### src/rtl/bcd_calendar_counter_pkg.sv
// Shared types, month-length table and BCD/date helper functions for the
// calendar counter.
package calendar_pkg;

    typedef logic [3:0] bcd_digit_t;
    typedef logic [7:0] bcd_pair_t;

    typedef enum logic [1:0] {
        IDLE,
        CHECK,
        COMMIT
    } cal_state_t;

    localparam bcd_pair_t DIM_TABLE [0:11] = '{
        8'h31, 8'h28, 8'h31, 8'h30, 8'h31, 8'h30,
        8'h31, 8'h31, 8'h30, 8'h31, 8'h30, 8'h31
    };

    function automatic bcd_pair_t bcd_inc_pair(input bcd_pair_t p);
        bcd_digit_t tens;
        bcd_digit_t units;
        tens  = p[7:4];
        units = p[3:0];
        if (units == 4'd9) begin
            units = 4'd0;
            tens  = (tens == 4'd9) ? 4'd0 : tens + 4'd1;
        end else begin
            units = units + 4'd1;
        end
        return {tens, units};
    endfunction

    function automatic logic bcd_pair_valid(input bcd_pair_t p);
        return (p[7:4] <= 4'd9) && (p[3:0] <= 4'd9);
    endfunction

    // Divisibility by 4 of a two-digit BCD value: parity of tens selects units set
    function automatic logic bcd_div4(input bcd_pair_t p);
        if (p[4])
            return (p[3:0] == 4'd2) || (p[3:0] == 4'd6);
        return (p[3:0] == 4'd0) || (p[3:0] == 4'd4) || (p[3:0] == 4'd8);
    endfunction

    function automatic logic bcd_leap(input logic [15:0] y, input logic greg);
        if (greg && (y[7:0] == 8'h00))
            return bcd_div4(y[15:8]);
        return bcd_div4(y[7:0]);
    endfunction

    // Returns 00 for any month outside 01..12
    function automatic bcd_pair_t bcd_dim(input bcd_pair_t m, input logic lp);
        logic [4:0] idx;
        if (m[7:5] != 3'd0)
            return '0;
        idx = {1'b0, m[3:0]} + (m[4] ? 5'd10 : 5'd0);
        if ((idx == 5'd0) || (idx > 5'd12))
            return '0;
        if ((idx == 5'd2) && lp)
            return 8'h29;
        return DIM_TABLE[idx - 5'd1];
    endfunction

    function automatic logic bcd_date_legal(input bcd_pair_t d, input bcd_pair_t m,
                                            input logic [15:0] y, input logic greg);
        bcd_pair_t dim;
        if (!(bcd_pair_valid(d) && bcd_pair_valid(m) &&
              bcd_pair_valid(y[15:8]) && bcd_pair_valid(y[7:0])))
            return 1'b0;
        dim = bcd_dim(m, bcd_leap(y, greg));
        return (dim != 8'h00) && (d != 8'h00) && (d <= dim);
    endfunction

endpackage

### src/rtl/bcd_leap_check.sv
// Combinational leap-year test on a four-digit BCD year.
module bcd_leap_check
    import calendar_pkg::*;
#(
    parameter int unsigned GREGORIAN = 1
) (
    input  logic [15:0] year,
    output logic        leap
);

    always_comb begin
        leap = bcd_leap(year, GREGORIAN != 0);
    end

endmodule

### src/rtl/bcd_calendar_counter.sv
// BCD DD-MM-YYYY day counter with leap-year handling and a validated
// three-state load path (IDLE -> CHECK -> COMMIT).
module bcd_calendar_counter
    import calendar_pkg::*;
#(
    parameter int unsigned GREGORIAN   = 1,
    parameter logic [7:0]  RESET_DAY   = 8'h01,
    parameter logic [7:0]  RESET_MONTH = 8'h01,
    parameter logic [15:0] RESET_YEAR  = 16'h2000
) (
    input  logic        clk,
    input  logic        rst_n,
    input  logic        day_tick,
    input  logic        load_valid,
    output logic        load_ready,
    input  logic [7:0]  load_day,
    input  logic [7:0]  load_month,
    input  logic [15:0] load_year,
    output logic [7:0]  day,
    output logic [7:0]  month,
    output logic [15:0] year,
    output logic        leap,
    output logic        year_wrap,
    output logic        load_err,
    output logic        tick_lost
);

    localparam logic GREG       = (GREGORIAN != 0);
    localparam logic RESET_LEAP = bcd_leap(RESET_YEAR, GREG);

    if (!bcd_date_legal(RESET_DAY, RESET_MONTH, RESET_YEAR, GREG)) begin : g_bad_reset_date
        $error("bcd_calendar_counter: RESET_DAY/MONTH/YEAR is not a legal date");
    end

    cal_state_t  state, state_nxt;
    bcd_pair_t   sh_day, sh_month;
    logic [15:0] sh_year;
    logic        sh_leap, sh_ok;
    bcd_pair_t   sh_dim, cur_dim;

    logic        accept, do_inc, do_commit, err_d, lost_d, wrap_d;
    bcd_pair_t   day_d, month_d;
    logic [15:0] year_d;
    logic        leap_d;

    // leap register follows whatever year is about to be written
    bcd_leap_check #(.GREGORIAN(GREGORIAN)) u_leap_next (
        .year (year_d),
        .leap (leap_d)
    );

    bcd_leap_check #(.GREGORIAN(GREGORIAN)) u_leap_shadow (
        .year (sh_year),
        .leap (sh_leap)
    );

    always_comb begin
        sh_dim = bcd_dim(sh_month, sh_leap);
        sh_ok  = bcd_pair_valid(sh_day) && bcd_pair_valid(sh_month) &&
                 bcd_pair_valid(sh_year[15:8]) && bcd_pair_valid(sh_year[7:0]) &&
                 (sh_dim != 8'h00) && (sh_day != 8'h00) && (sh_day <= sh_dim);
    end

    always_comb begin
        load_ready = (state == IDLE);
    end

    always_comb begin
        state_nxt = state;
        accept    = 1'b0;
        do_inc    = 1'b0;
        do_commit = 1'b0;
        err_d     = 1'b0;
        lost_d    = 1'b0;
        case (state)
            IDLE: begin
                if (load_valid) begin
                    accept    = 1'b1;
                    lost_d    = day_tick;
                    state_nxt = CHECK;
                end else begin
                    do_inc = day_tick;
                end
            end
            CHECK: begin
                lost_d = day_tick;
                if (sh_ok) begin
                    state_nxt = COMMIT;
                end else begin
                    err_d     = 1'b1;
                    state_nxt = IDLE;
                end
            end
            COMMIT: begin
                lost_d    = day_tick;
                do_commit = 1'b1;
                state_nxt = IDLE;
            end
            default: state_nxt = IDLE;
        endcase
    end

    always_comb begin
        cur_dim = bcd_dim(month, leap);
        day_d   = day;
        month_d = month;
        year_d  = year;
        wrap_d  = 1'b0;
        if (do_commit) begin
            day_d   = sh_day;
            month_d = sh_month;
            year_d  = sh_year;
        end else if (do_inc) begin
            if (day < cur_dim) begin
                day_d = bcd_inc_pair(day);
            end else begin
                day_d = 8'h01;
                if (month == 8'h12) begin
                    month_d = 8'h01;
                    year_d  = {(year[7:0] == 8'h99) ? bcd_inc_pair(year[15:8]) : year[15:8],
                               bcd_inc_pair(year[7:0])};
                    wrap_d  = (year == 16'h9999);
                end else begin
                    month_d = bcd_inc_pair(month);
                end
            end
        end
    end

    always_ff @(posedge clk or negedge rst_n) begin
        if (!rst_n) begin
            state <= IDLE;
        end else begin
            state <= state_nxt;
        end
    end

    always_ff @(posedge clk or negedge rst_n) begin
        if (!rst_n) begin
            day       <= RESET_DAY;
            month     <= RESET_MONTH;
            year      <= RESET_YEAR;
            leap      <= RESET_LEAP;
            year_wrap <= 1'b0;
            load_err  <= 1'b0;
            tick_lost <= 1'b0;
            sh_day    <= '0;
            sh_month  <= '0;
            sh_year   <= '0;
        end else begin
            day       <= day_d;
            month     <= month_d;
            year      <= year_d;
            leap      <= leap_d;
            year_wrap <= wrap_d;
            load_err  <= err_d;
            tick_lost <= lost_d;
            if (accept) begin
                sh_day   <= load_day;
                sh_month <= load_month;
                sh_year  <= load_year;
            end
        end
    end

endmodule

### config.mk
export PLATFORM = sky130hd
export DESIGN_NAME = bcd_calendar_counter
export DESIGN_NICKNAME = d
export VERILOG_FILES = /design/src/rtl/bcd_calendar_counter_pkg.sv /design/src/rtl/bcd_leap_check.sv /design/src/rtl/bcd_calendar_counter.sv
export SDC_FILE = /design/constraint.sdc
export NUM_CORES = 1
export LEC_CHECK = 0
export ABC_AREA = 1
export BUFFER_PORTS_ARGS = -buffer_cell sky130_fd_sc_hd__buf_4
export CAP_MARGIN = 25
export CORE_UTILIZATION = 52
export CTS_CLUSTER_DIAMETER = 50
export DETAILED_ROUTE_END_ITERATION = 7
export PLACE_DENSITY = 0.77
export SETUP_SLACK_MARGIN = 0.5
export SLEW_MARGIN = 10
export SYNTH_ARGS = -nofsm -noshare
export SYNTH_HDL_FRONTEND = slang
export SYNTH_SLANG_ARGS = --single-unit
### constraint.sdc
create_clock -name clk -period 2.9 [get_ports clk]
set_input_delay 0.435 -clock clk [delete_from_list [all_inputs] [get_ports clk]]
set_output_delay 0.435 -clock clk [all_outputs]
set_load 0.005 [all_outputs]
==> out/qor_table.md, run 1 <==
| Result | Reported | Unit |
|:---|:---|:---|
| DIE AREA | 8890 | µm² |
| Fraction of registers with async set or reset after synthesis | 1.00 | - |
| Violated checks | negative setup slack | - |
| Clock tree from TritonCTS | done | - |
| Worst Path Arrival | 3310 | ps |
| HPWL after detailed placement | 8170 | µm |
| Hold Crit Class | input pin to asynchronous set/reset pin | - |
| Floorplan die width | 94.3 | µm |
| Cell area after synthesis | 4430 | µm² |
| Crit. Startpoint | month[4] | - |
| Placement row count | 33 | - |
| Fraction of final layout cells sized beyond drive strength 1 | 0.346 | - |
| Status | finished, violations left | - |
| Pin count of the biggest net entering global routing | 71 | - |
| I/O pin count | 73 | - |
| Count of maximum capacitance violations | 0 | - |
| Final standard cell utilization of the core | 0.735 | - |
| Setup TNS | -882 | ps |
| Quantity of I/O buffers inserted on ports | 72 | - |
| Required time reported for the critical path endpoint | 3180 | ps |
| TritonCTS sink count | 70 | - |
| Clock skew after layout | 5.91 | ps |
| Deepest level of the CTS H-tree | 3 | - |
| Number of warnings printed during yosys synthesis | 0 | - |
| Kind of capture point of the worst setup path | flip-flop | - |
| Final WL | 12400 | µm |
| Global Route Usage Sum | 0.279 | - |
| 1st-pass router iterations | 6 | - |
| Power per cell area | 1080 | nW/µm² |
| Placement-stage worst setup slack | -50.0 | ps |
| Path type of the worst setup path | flip-flop to flip-flop | - |
| Part of the cycle the worst path needs | 1.04 | - |
| Violation count after the first detailed-route iteration | 340 | - |
| Cts hold-fix bufs | 0 | - |
| Post-Syn Area per Cell | 7.48 | µm² |
| Number of hold-slack violations in the final timing report | 0 | - |
| PnR worst setup slack | -130 | ps |
| RSZ-0062 raised after global routing | yes | - |
| Placer congestion estimate | 0.903 | - |
| First-pass GRT wire length | 19300 | µm |
| Clock slew at the register clock pins of the worst setup and hold paths | 80 | ps |
| Final #Nets | 750 | - |
| Share of synthesized area occupied by flip-flops and latches | 0.397 | - |
| Number of global-route vias before repair | 4181 | - |
| Final setup viols | 13 | - |
| Clock latency of the later-clocked register in the worst-skew pair | 340 | ps |
| Routed wire per std cell | 15.5 | µm |
| Congestion Overflow GR | 0 | - |
| Overall die height | 94.3 | µm |
| Worst relative slew slack | 0.407 | - |
| Synth-to-layout area growth | 36.4 | % |
| Cells after Synth | 592 | - |
| Root Buffer | clkbuf_8 | - |
| Deepest clock path buffer count | 2 | - |
| Worst IR drop on VDD | 0.673 | mV |
| Antenna cells | 0 | - |
| Number of enable flip-flop cells after synthesis | 0 | - |
| Max Clock Freq | 0.330 | GHz |
| Number of nets with antenna violations after detailed routing | 0 | - |
| Maximum fanout along the worst path | 10 | - |
| Static leakage | 0.00295 | µW |
| Number of different library cells in the post-synthesis netlist | 39 | - |
| Core Box Area | 8220 | µm² |
| Slew Viols, Final | 0 | - |
| Flip-flop and latch count after synthesis | 70 | - |
| Drc violations | 0 | - |
| Most used flip-flop cell after synthesis | dfrtp_1 | - |
| CP startpoint kind | flip-flop | - |
| Net count after synthesis | 653 | - |
| Slew of the pin with the lowest slew margin | 890 | ps |
| Num CTS Buffers | 9 | - |
| Initial antenna violation count | 0 | - |
| Fill count | 586 | - |
| Initial Util | 0.539 | - |
| Count of vias placed by the detailed router | 4476 | - |
| Clock period minus worst slack | 3030 | ps |
| Launch point of the worst reg-to-reg path | month[4] | - |
| DR vias/cell | 5.60 | - |
## cells by family after synthesis
kind of cell,Yosys count,share of synthesized area
AND/OR/NAND/NOR,288,0.285
buffers and inverters,102,0.0884
AO/OA/AOI/OAI,86,0.112
flip-flops,70,0.397
adder cells (fa/ha/maj),25,0.0706
multiplexers,11,0.0280
XOR/XNOR,10,0.0198
## where the power goes
group	switching, µW	internal (µW)
Sequential	411	1340
Clock	389	594
Combinational	1960	1830
## cell usage after synthesis, types with 2 or more instances
master    count  share of area
o32ai_1       2         0.0040
xor2_1        8          0.016
o21ai_0      30          0.034
nand2_2       6         0.0085
nor2_2        7         0.0099
clkbuf_1     10         0.0085
nand3_1      41          0.046
nand3b_1      3         0.0051
or2_2         4         0.0056
nand4_1       8          0.011
a21oi_1      32          0.036
inv_1        87          0.074
inv_2         2         0.0017
mux2_2       11          0.028
nor3_1       14          0.016
a211oi_1      4         0.0068
nand3_2       2         0.0045
o22ai_1       3         0.0042
nand2_1     133           0.11
dfstp_2       4          0.024
o221ai_1      3         0.0059
o311ai_1      2         0.0040
a31oi_1       3         0.0042
xnor2_1       2         0.0040
nor2_1       64          0.054
dfrtp_1      66           0.37
nor4_1        3         0.0042
ha_1         25          0.071
o211ai_1      3         0.0051
## critical path, stage by stage (launching register included)
cell and delay, ps:
dfrtp_2 450, ha_4 180, ha_4 240, inv_4 60
nor2_2 40, nand2_2 80, nand3_2 80, or2_4 270
ha_4 270, nand2_4 50, nor2_4 100, nand2_2 70
nand2_4 130, clkbuf_16 190, nand3_1 100, nand3_1 130
nand2_2 90, nand2_2 80, nand3_2 60, nor2_2 140
nand2_1 80, nand2_1 70
## routing by layer
metal	GRT usage	wire, µm	up-vias
met5	0	0	-
met4	0.109	333	0
met3	0.0469	751	35
met2	0.449	6000	184
met1	0.373	5270	2138
li1	-	-	2119
## final timing paths
check,end,slack (ps),cells after the start
setup / recovery,leap,-130,21
max in group asynchronous,sh_month[4],2070,1
min in group clk,sh_year[8],320,2
hold / removal,year[9],190,1
hold reg to reg,year[4],520,2
setup reg to reg,leap,-130,21
## cells in the final DEF, fill, tap and decap left out, types with 6 or more instances in the layout
master	netlist	layout
a21oi_1	32	29
buf_4	0	92
clkbuf_8	0	10
dfrtp_1	66	63
ha_1	25	15
ha_4	0	9
inv_1	87	79
inv_2	2	6
mux2_2	11	11
nand2_1	133	108
nand2_2	6	26
nand3_1	41	28
nand3_2	2	13
nand4_1	8	8
nor2_1	64	57
nor2_2	7	8
nor2_4	1	7
nor3_1	14	10
o21ai_0	30	18
o21ai_1	0	10
xor2_1	8	8
## flip-flops by register name, indices dropped and copies added (netlist names)
name / count
sh_year: 16
year: 16
day: 8
month: 8
sh_day: 8
sh_month: 8
state: 2
leap: 1
load_err: 1
tick_lost: 1
year_wrap: 1
## final cells by class
| cell class | instances | area [µm²] | share of cell area |
|---|---|---|---|
| Multi-Input combinational cell | 420 | 2750 | 0.454 |
| Sequential cell | 70 | 1760 | 0.291 |
| Timing Repair Buffer | 99 | 815 | 0.135 |
| Inverter | 89 | 344 | 0.0569 |
| Clock buffer | 10 | 138 | 0.0228 |
| Tap cell | 105 | 131 | 0.0217 |
| Clock inverter | 6 | 109 | 0.0180 |
## per-stage QoR
| step | hold WS (ps) | power (µW) | std cells | area [µm²] |
|---|---|---|---|---|
| after detailed placement | 503 | 4190 | 764 | 5220 |
| after global placement | 501 | 4080 | 764 | 5220 |
| after floorplan | 139 | 3370 | 592 | 4530 |
| after global routing | 271 | 6920 | 799 | 6040 |
| after CTS | 252 | 5770 | 795 | 5770 |
| final | 192 | 6520 | 799 | 6040 |
## what timing repair did
action	4_1_cts	5_1_grt
pin swaps	11	27
gates cloned	0	2
setup endpoints to repair	36	36
buffers inserted	15	2
gates resized for setup	45	57
endpoints found under the hold margin	0	0
Note: power is estimated with default switching activity, not from simulation.
==> run 2: changes to the inputs <==
- ABC_AREA: 1 -> default
- CORE_UTILIZATION: 52 -> 51
==> run 2 against run 1 <==
The run still ends with negative setup slack left. First-iteration DRC count increased by 35%. Worst setup slack got worse by 940 ps. Clock-buffer cell count increased by 1. Sequential power about the same. Power decreased by 9.5%. Combinational power decreased by 15%. Area after synthesis decreased by 4.5%. Flip-flop and latch count unchanged. Final cell count decreased by 15%.
==> out/qor_table.md, run 2 <==
| Result | Reported | Unit |
|:---|:---|:---|
| Most area-hungry cell type in the Yosys netlist | dfrtp_1 | - |
| Initial Util | 0.536 | - |
| Number of hold-slack violations in the final timing report | 0 | - |
| HPWL after detailed placement | 8330 | µm |
| Cells after Synth | 432 | - |
| Flip-flop and latch count after synthesis | 70 | - |
| Worst-case register-to-register setup slack | -1070 | ps |
| Antenna cells | 0 | - |
| Xor and xnor area share after synthesis | 0.0186 | - |
| Slew of the pin with the lowest slew margin | 892 | ps |
| Root Buffer | clkbuf_8 | - |
| Clock slew at the register clock pins of the worst setup and hold paths | 80 | ps |
| Most common cell after layout, fill and taps aside | buf_4 | - |
| Pin count of the biggest net entering global routing | 71 | - |
| Fraction of registers with async set or reset after synthesis | 1.00 | - |
| Required time reported for the critical path endpoint | 3180 | ps |
| Slew Viols, Final | 0 | - |
| Congestion Overflow GR | 0 | - |
| TritonCTS sink count | 70 | - |
| DR vias/cell | 6.14 | - |
| Quantity of I/O buffers inserted on ports | 72 | - |
| Share of synthesized area occupied by flip-flops and latches | 0.415 | - |
| Placer congestion estimate | 0.841 | - |
| Number of enable flip-flop cells after synthesis | 0 | - |
| Fraction of final layout cells sized beyond drive strength 1 | 0.471 | - |
| Net count after synthesis | 493 | - |
| Global Route Usage Sum | 0.304 | - |
| Largest family of logic cells by synthesized area | simple AND/OR/NAND/NOR gates | - |
| CP startpoint kind | flip-flop | - |
| Final #Nets | 634 | - |
| Path type of the worst setup path | flip-flop to flip-flop | - |
| Clock period minus worst slack | 3970 | ps |
| Hold Crit Class | input pin to asynchronous set/reset pin | - |
| Fraction of synthesized cell area taken by the top area cell type | 0.390 | - |
| Initial antenna violation count | 0 | - |
| Post-synthesis adder-cell area fraction | 0.0739 | - |
| Deepest level of the CTS H-tree | 3 | - |
| Post-Syn Area per Cell | 9.80 | µm² |
| Most used flip-flop cell after synthesis | dfrtp_1 | - |
| Final WL | 13400 | µm |
| Placement row count | 32 | - |
| Static leakage | 0.00262 | µW |
| Deepest clock path buffer count | 2 | - |
| 1st-pass router iterations | 5 | - |
| Compound-cell area share of the yosys netlist | 0.167 | - |
| Footprint of the multi-input gates | 2760 | µm² |
| Setup TNS | -26560 | ps |
| Area post-placement | 5360 | µm² |
| DIE AREA | 8670 | µm² |
| Maximum fanout along the worst path | 4 | - |
| Clock latency of the later-clocked register in the worst-skew pair | 360 | ps |
| First-pass GRT wire length | 20300 | µm |
| Number of global-route vias before repair | 4037 | - |
| Largest registers | sh_year: 16 flops, year: 16 flops | - |
| I/O pin count | 73 | - |
| Cell area after synthesis | 4230 | µm² |
| Commonest cells after routing, fill and taps aside | 135 x buf_4, 64 x dfrtp_1, 37 x nand2_1, 32 x mux2_2, 23 x o21ai_0 | - |
| Worst IR drop on VDD | 0.530 | mV |
| Number of nets with antenna violations after detailed routing | 0 | - |
| Floorplan die width | 93.1 | µm |
| Count of vias placed by the detailed router | 4178 | - |
| Violation count after the first detailed-route iteration | 458 | - |
| Leading cell type by number of instances after synthesis | dfrtp_1 | - |
| Power per cell area | 967 | nW/µm² |
| Clock tree from TritonCTS | done | - |
| Worst relative slew slack | 0.405 | - |
| Final setup viols | 36 | - |
| Drc violations | 0 | - |
| Most common library cells after synthesis | 66 x dfrtp_1, 39 x nand2_1, 32 x mux2_2 | - |
| Max Clock Freq | 0.252 | GHz |
| Number of warnings printed during yosys synthesis | 0 | - |
| RSZ-0062 raised after global routing | yes | - |
| Kind of capture point of the worst setup path | flip-flop | - |
| Share of synthesized area spent on multiplexers | 0.0946 | - |
| Status | finished, violations left | - |
| Routed wire per std cell | 19.7 | µm |
| Core Box Area | 7890 | µm² |
| Part of the cycle the worst path needs | 1.37 | - |
| PnR worst setup slack | -1070 | ps |
| Synth-to-layout area growth | 44.2 | % |
| Worst Path Arrival | 4250 | ps |
| Cell area after layout | 6100 | µm² |
| Number of different library cells in the post-synthesis netlist | 67 | - |
| Num CTS Buffers | 9 | - |
| Violated checks | negative setup slack | - |
| Simple-gate share of the synthesized area | 0.197 | - |
| Cts hold-fix bufs | 0 | - |
| Storage element area | 1760 | µm² |
| Clock skew after layout | 10.7 | ps |
| Count of maximum capacitance violations | 0 | - |
| Fill count | 449 | - |
| Cell types with the largest area share after synthesis | dfrtp_1 39%, mux2_2 8.5%, ha_1 7.4% | - |
| Overall die height | 93.1 | µm |
-- run 2: cell count changes in the layout (fill, tap and decap cells not counted), moves of 10 or more --
cell / before / now
nand2_1: 108 / 37
inv_1: 79 / 16
buf_4: 92 / 135
nor2_1: 57 / 20
nand2_2: 26 / 2
mux2_2: 11 / 32
nand3_1: 28 / 10
nand3_2: 13 / 2
a21oi_1: 29 / 19
-- run 2: where the power goes --
part,switching [µW],internal [µW]
Sequential,412,1330
Combinational,1480,1740
Clock,403,531
Total,2290,3610
-- run 2: per-layer routing --
metal | GRT usage | up-vias | part of all wire
met4 | 0.0808 | 0 | 0.023
met2 | 0.482 | 241 | 0.49
met1 | 0.418 | 2032 | 0.40
met5 | 0 | - | 0
li1 | - | 1870 | -
met3 | 0.0699 | 35 | 0.088
-- run 2: critical path: stages (launching register included) --
cell and delay (ps):
dfrtp_2 450, ha_4 180, ha_4 290, or3_1 120
mux2i_2 80, or3_1 380, ha_2 200, or4_4 500
a21oi_4 160, nor4b_4 310, buf_4 180, buf_6 100
nor3_4 50, nand4_1 170, o311ai_4 190, and4_1 200
o221ai_2 190, a41oi_2 120
-- run 2: final cells by class --
| type | count | area share |
|---|---|---|
| Sequential cell | 70 | 0.288 |
| Timing Repair Buffer | 146 | 0.189 |
| Clock buffer | 11 | 0.0248 |
| Inverter | 18 | 0.0111 |
| Multi-Input combinational cell | 328 | 0.452 |
| Clock inverter | 5 | 0.0133 |
| Tap cell | 102 | 0.0209 |
-- run 2: logic make-up after synthesis --
group | after synthesis
xor gates and xnor gates | 9
muxes | 36
DFF | 70
buffers and inverters | 34
and+or+nand+nor | 154
adders and majority gates | 25
AOI/OAI and AO/OA | 104
-- run 2: final timing paths --
check                             start    endpoint  cells after the start
max                            month[4]        leap                     17
min                               rst_n  sh_year[0]                      1
max reg2reg                    month[4]        leap                     17
min reg2reg                 sh_year[13]    year[13]                      2
max in group asynchronous         rst_n    month[4]                      1
min in group clk           load_year[1]  sh_year[1]                      2
-- run 2: stage by stage --
| step | power (µW) | cells | hold WS, ps | setup slack, ps | utilization |
|---|---|---|---|---|---|
| floorplan | 3200 | 432 | 139 | -841 | - |
| global placement | 4190 | 643 | 488 | -867 | 0.680 |
| detailed placement | 4340 | 643 | 503 | -1040 | 0.680 |
| CTS | 5610 | 676 | 238 | -887 | 0.756 |
| global route | 6210 | 680 | 268 | -1160 | 0.774 |
| finish | 5900 | 680 | 194 | -1070 | 0.774 |
-- run 2: timing repair --
item / in CTS / in global routing
pin swaps: 40 / 18
gates cloned: 0 / 0
endpoints found under the setup margin: 36 / 36
resized for setup: 47 / 26
setup buffers: 17 / 4
==> run 3: changes to the inputs <==
- CELL_PAD_IN_SITES_DETAIL_PLACEMENT: default -> 0
- CELL_PAD_IN_SITES_GLOBAL_PLACEMENT: default -> 1
- CORE_UTILIZATION: 51 -> 39
- PLACE_DENSITY: 0.77 -> default
- PLACE_DENSITY_LB_ADDON: default -> 0.1
==> run 3 against run 2 <==
Fmax increased by 2.8%. Combinational power shrank 3%. The flow still finishes with violations (negative setup slack). Highest routed layer unchanged. Utilization fell by 18 points. First-iteration DRC count is 78% lower. Worst hold slack improved by 110 ps. Non-clock buffer count is 5 higher. Flip-flop and latch count unchanged. Power decreased by 3.9%. Design area up 0.98%. Global-route usage shrank 7.8 points.
==> out/qor_table.md, run 3 (same netlist as run 2, synthesis figures left out) <==
| Result | Reported | Unit |
|:---|:---|:---|
| Final #Nets | 639 | - |
| Top metal layer carrying routed signals | met4 | - |
| Global Route Usage Sum | 0.225 | - |
| Num CTS Buffers | 9 | - |
| Slew of the pin with the lowest slew margin | 667 | ps |
| Final WL | 12400 | µm |
| Setup TNS | -23840 | ps |
| Clock tree from TritonCTS | done | - |
| DIE AREA | 11300 | µm² |
| Maximum fanout along the worst path | 8 | - |
| Part of the cycle the worst path needs | 1.33 | - |
| Clock slew at the register clock pins of the worst setup and hold paths | 80 | ps |
| Routed wire per std cell | 17.3 | µm |
| Final setup viols | 35 | - |
| Total length of routed met3 wires | 390 | µm |
| Core Box Area | 10400 | µm² |
| Overall die height | 106 | µm |
| Pin count of the biggest net entering global routing | 71 | - |
| Clock period minus worst slack | 3870 | ps |
| Congestion Overflow GR | 0 | - |
| Worst-case register-to-register setup slack | -970 | ps |
| Synth-to-layout area growth | 45.7 | % |
| Placement row count | 37 | - |
| Placer congestion estimate | 0.797 | - |
| Most common cell after layout, fill and taps aside | buf_4 | - |
| Depth of the most critical reg-to-reg path | 17 | - |
| Path type of the worst setup path | flip-flop to flip-flop | - |
| Clock latency of the later-clocked register in the worst-skew pair | 360 | ps |
| Count of maximum capacitance violations | 0 | - |
| Commonest cells after routing, fill and taps aside | 137 x buf_4, 64 x dfrtp_1, 37 x nand2_1, 32 x mux2_2 | - |
| Quantity of I/O buffers inserted on ports | 72 | - |
| Worst Path Arrival | 4140 | ps |
| Deepest level of the CTS H-tree | 3 | - |
| Count of vias placed by the detailed router | 3941 | - |
| Launch point of the worst reg-to-reg path | month[4] | - |
| CP startpoint kind | flip-flop | - |
| RSZ-0062 raised after global routing | yes | - |
| Worst reg2reg endpoint | leap | - |
| Kind of capture point of the worst setup path | flip-flop | - |
| TritonCTS sink count | 70 | - |
| Drc violations | 0 | - |
| Static leakage | 0.00262 | µW |
| Violation count after the first detailed-route iteration | 100 | - |
| Number of global-route vias before repair | 3772 | - |
| Fraction of final layout cells sized beyond drive strength 1 | 0.477 | - |
| Crit path capture | leap | - |
| Number of hold-slack violations in the final timing report | 0 | - |
| Deepest clock path buffer count | 2 | - |
| Detail Route met2 WL | 5720 | µm |
| Crit. Startpoint | month[4] | - |
| Max Clock Freq | 0.259 | GHz |
| Floorplan die width | 106 | µm |
| 1st-pass router iterations | 4 | - |
| Worst IR drop on VDD | 0.651 | mV |
| Initial antenna violation count | 0 | - |
| Worst relative slew slack | 0.552 | - |
| DR vias/cell | 5.48 | - |
| Root Buffer | clkbuf_8 | - |
| Power per cell area | 920 | nW/µm² |
| PnR worst setup slack | -965 | ps |
| Total routed wire length on the met1 layer | 6080 | µm |
| Required time reported for the critical path endpoint | 3180 | ps |
| Antenna cells | 0 | - |
| First-pass GRT wire length | 19500 | µm |
| Slew Viols, Final | 0 | - |
| Status | finished, violations left | - |
| I/O pin count | 73 | - |
| Violated checks | negative setup slack | - |
| HPWL after detailed placement | 8560 | µm |
| Hold Crit Class | input pin to flip-flop | - |
| Placement-stage worst setup slack | -1030 | ps |
| Largest registers | sh_year: 16 flops, year: 16 flops | - |
| Fill count | 902 | - |
| Clock skew after layout | 12.6 | ps |
| Initial Util | 0.406 | - |
| Number of nets with antenna violations after detailed routing | 0 | - |
[run 3: area by class of cell]
type | count | area [µm²] | share of cell area
clock inverter | 4 | 45.0 | 0.00731
sequential | 70 | 1760 | 0.285
multi-input combinational | 328 | 2760 | 0.447
clock buffer | 12 | 155 | 0.0252
timing repair buffer | 151 | 1210 | 0.196
tap | 136 | 170 | 0.0276
inverter | 18 | 67.6 | 0.0110
[run 3: power by group]
group          total, µW  switching [µW]  internal [µW]
combinational       3130            1390           1740
clock                819             378            441
sequential          1720             389           1330
total               5670            2160           3520
[run 3: how the worst min path moves through the flow]
stage                  from          to  slack [ps]  depth (start not counted)
5_1_grt        load_year[9]  sh_year[9]         310                          2
3_3_place_gp    sh_year[13]    year[13]         490                          2
2_1_floorplan         rst_n      day[1]         140                          0
3_5_place_dp    sh_year[13]    year[13]         500                          2
6_report        load_day[7]   sh_day[7]         310                          2
4_1_cts               rst_n    month[6]         250                          1
[run 3: per-stage QoR]
step / cells / hold WS (ps) / cell area (µm²) / utilization / power (µW)
6_report: 719 / 309 / 6160 / 0.592 / 5670
5_1_grt: 719 / 306 / 6160 / 0.592 / 6060
4_1_cts: 714 / 246 / 5940 / 0.570 / 5470
3_5_place_dp: 683 / 500 / 5450 / 0.523 / 4430
3_3_place_gp: 683 / 495 / 5450 / 0.523 / 4340
2_1_floorplan: 432 / 139 / 4360 / - / 3200
[run 3: worst max-delay path, cell delays in order, from the launching register on]
cell and delay, ps:
dfrtp_2 440, buf_6 130, ha_4 260, a31oi_4 200
nand2_1 100, or3_1 390, ha_2 190, or4_4 550
a21oi_4 130, nor4b_4 300, nor2_4 130, buf_6 170
buf_4 140, nand4_1 90, xor2_1 200, o21ai_2 100
nor2_2 150, a41oi_2 120
[run 3: layer usage]
metal  GRT usage  vias to the layer above
met2       0.340                       90
met3      0.0337                       20
li1            -                     1882
met1       0.322                     1949
met5           0                        -
met4      0.0913                        0
[run 3: repair_timing]
item	in CTS	in global routing
resized for setup	43	38
endpoints found under the hold margin	0	6
setup endpoints to repair	36	36
setup buffers	15	3
hold buffers	0	1
pin swaps	26	28
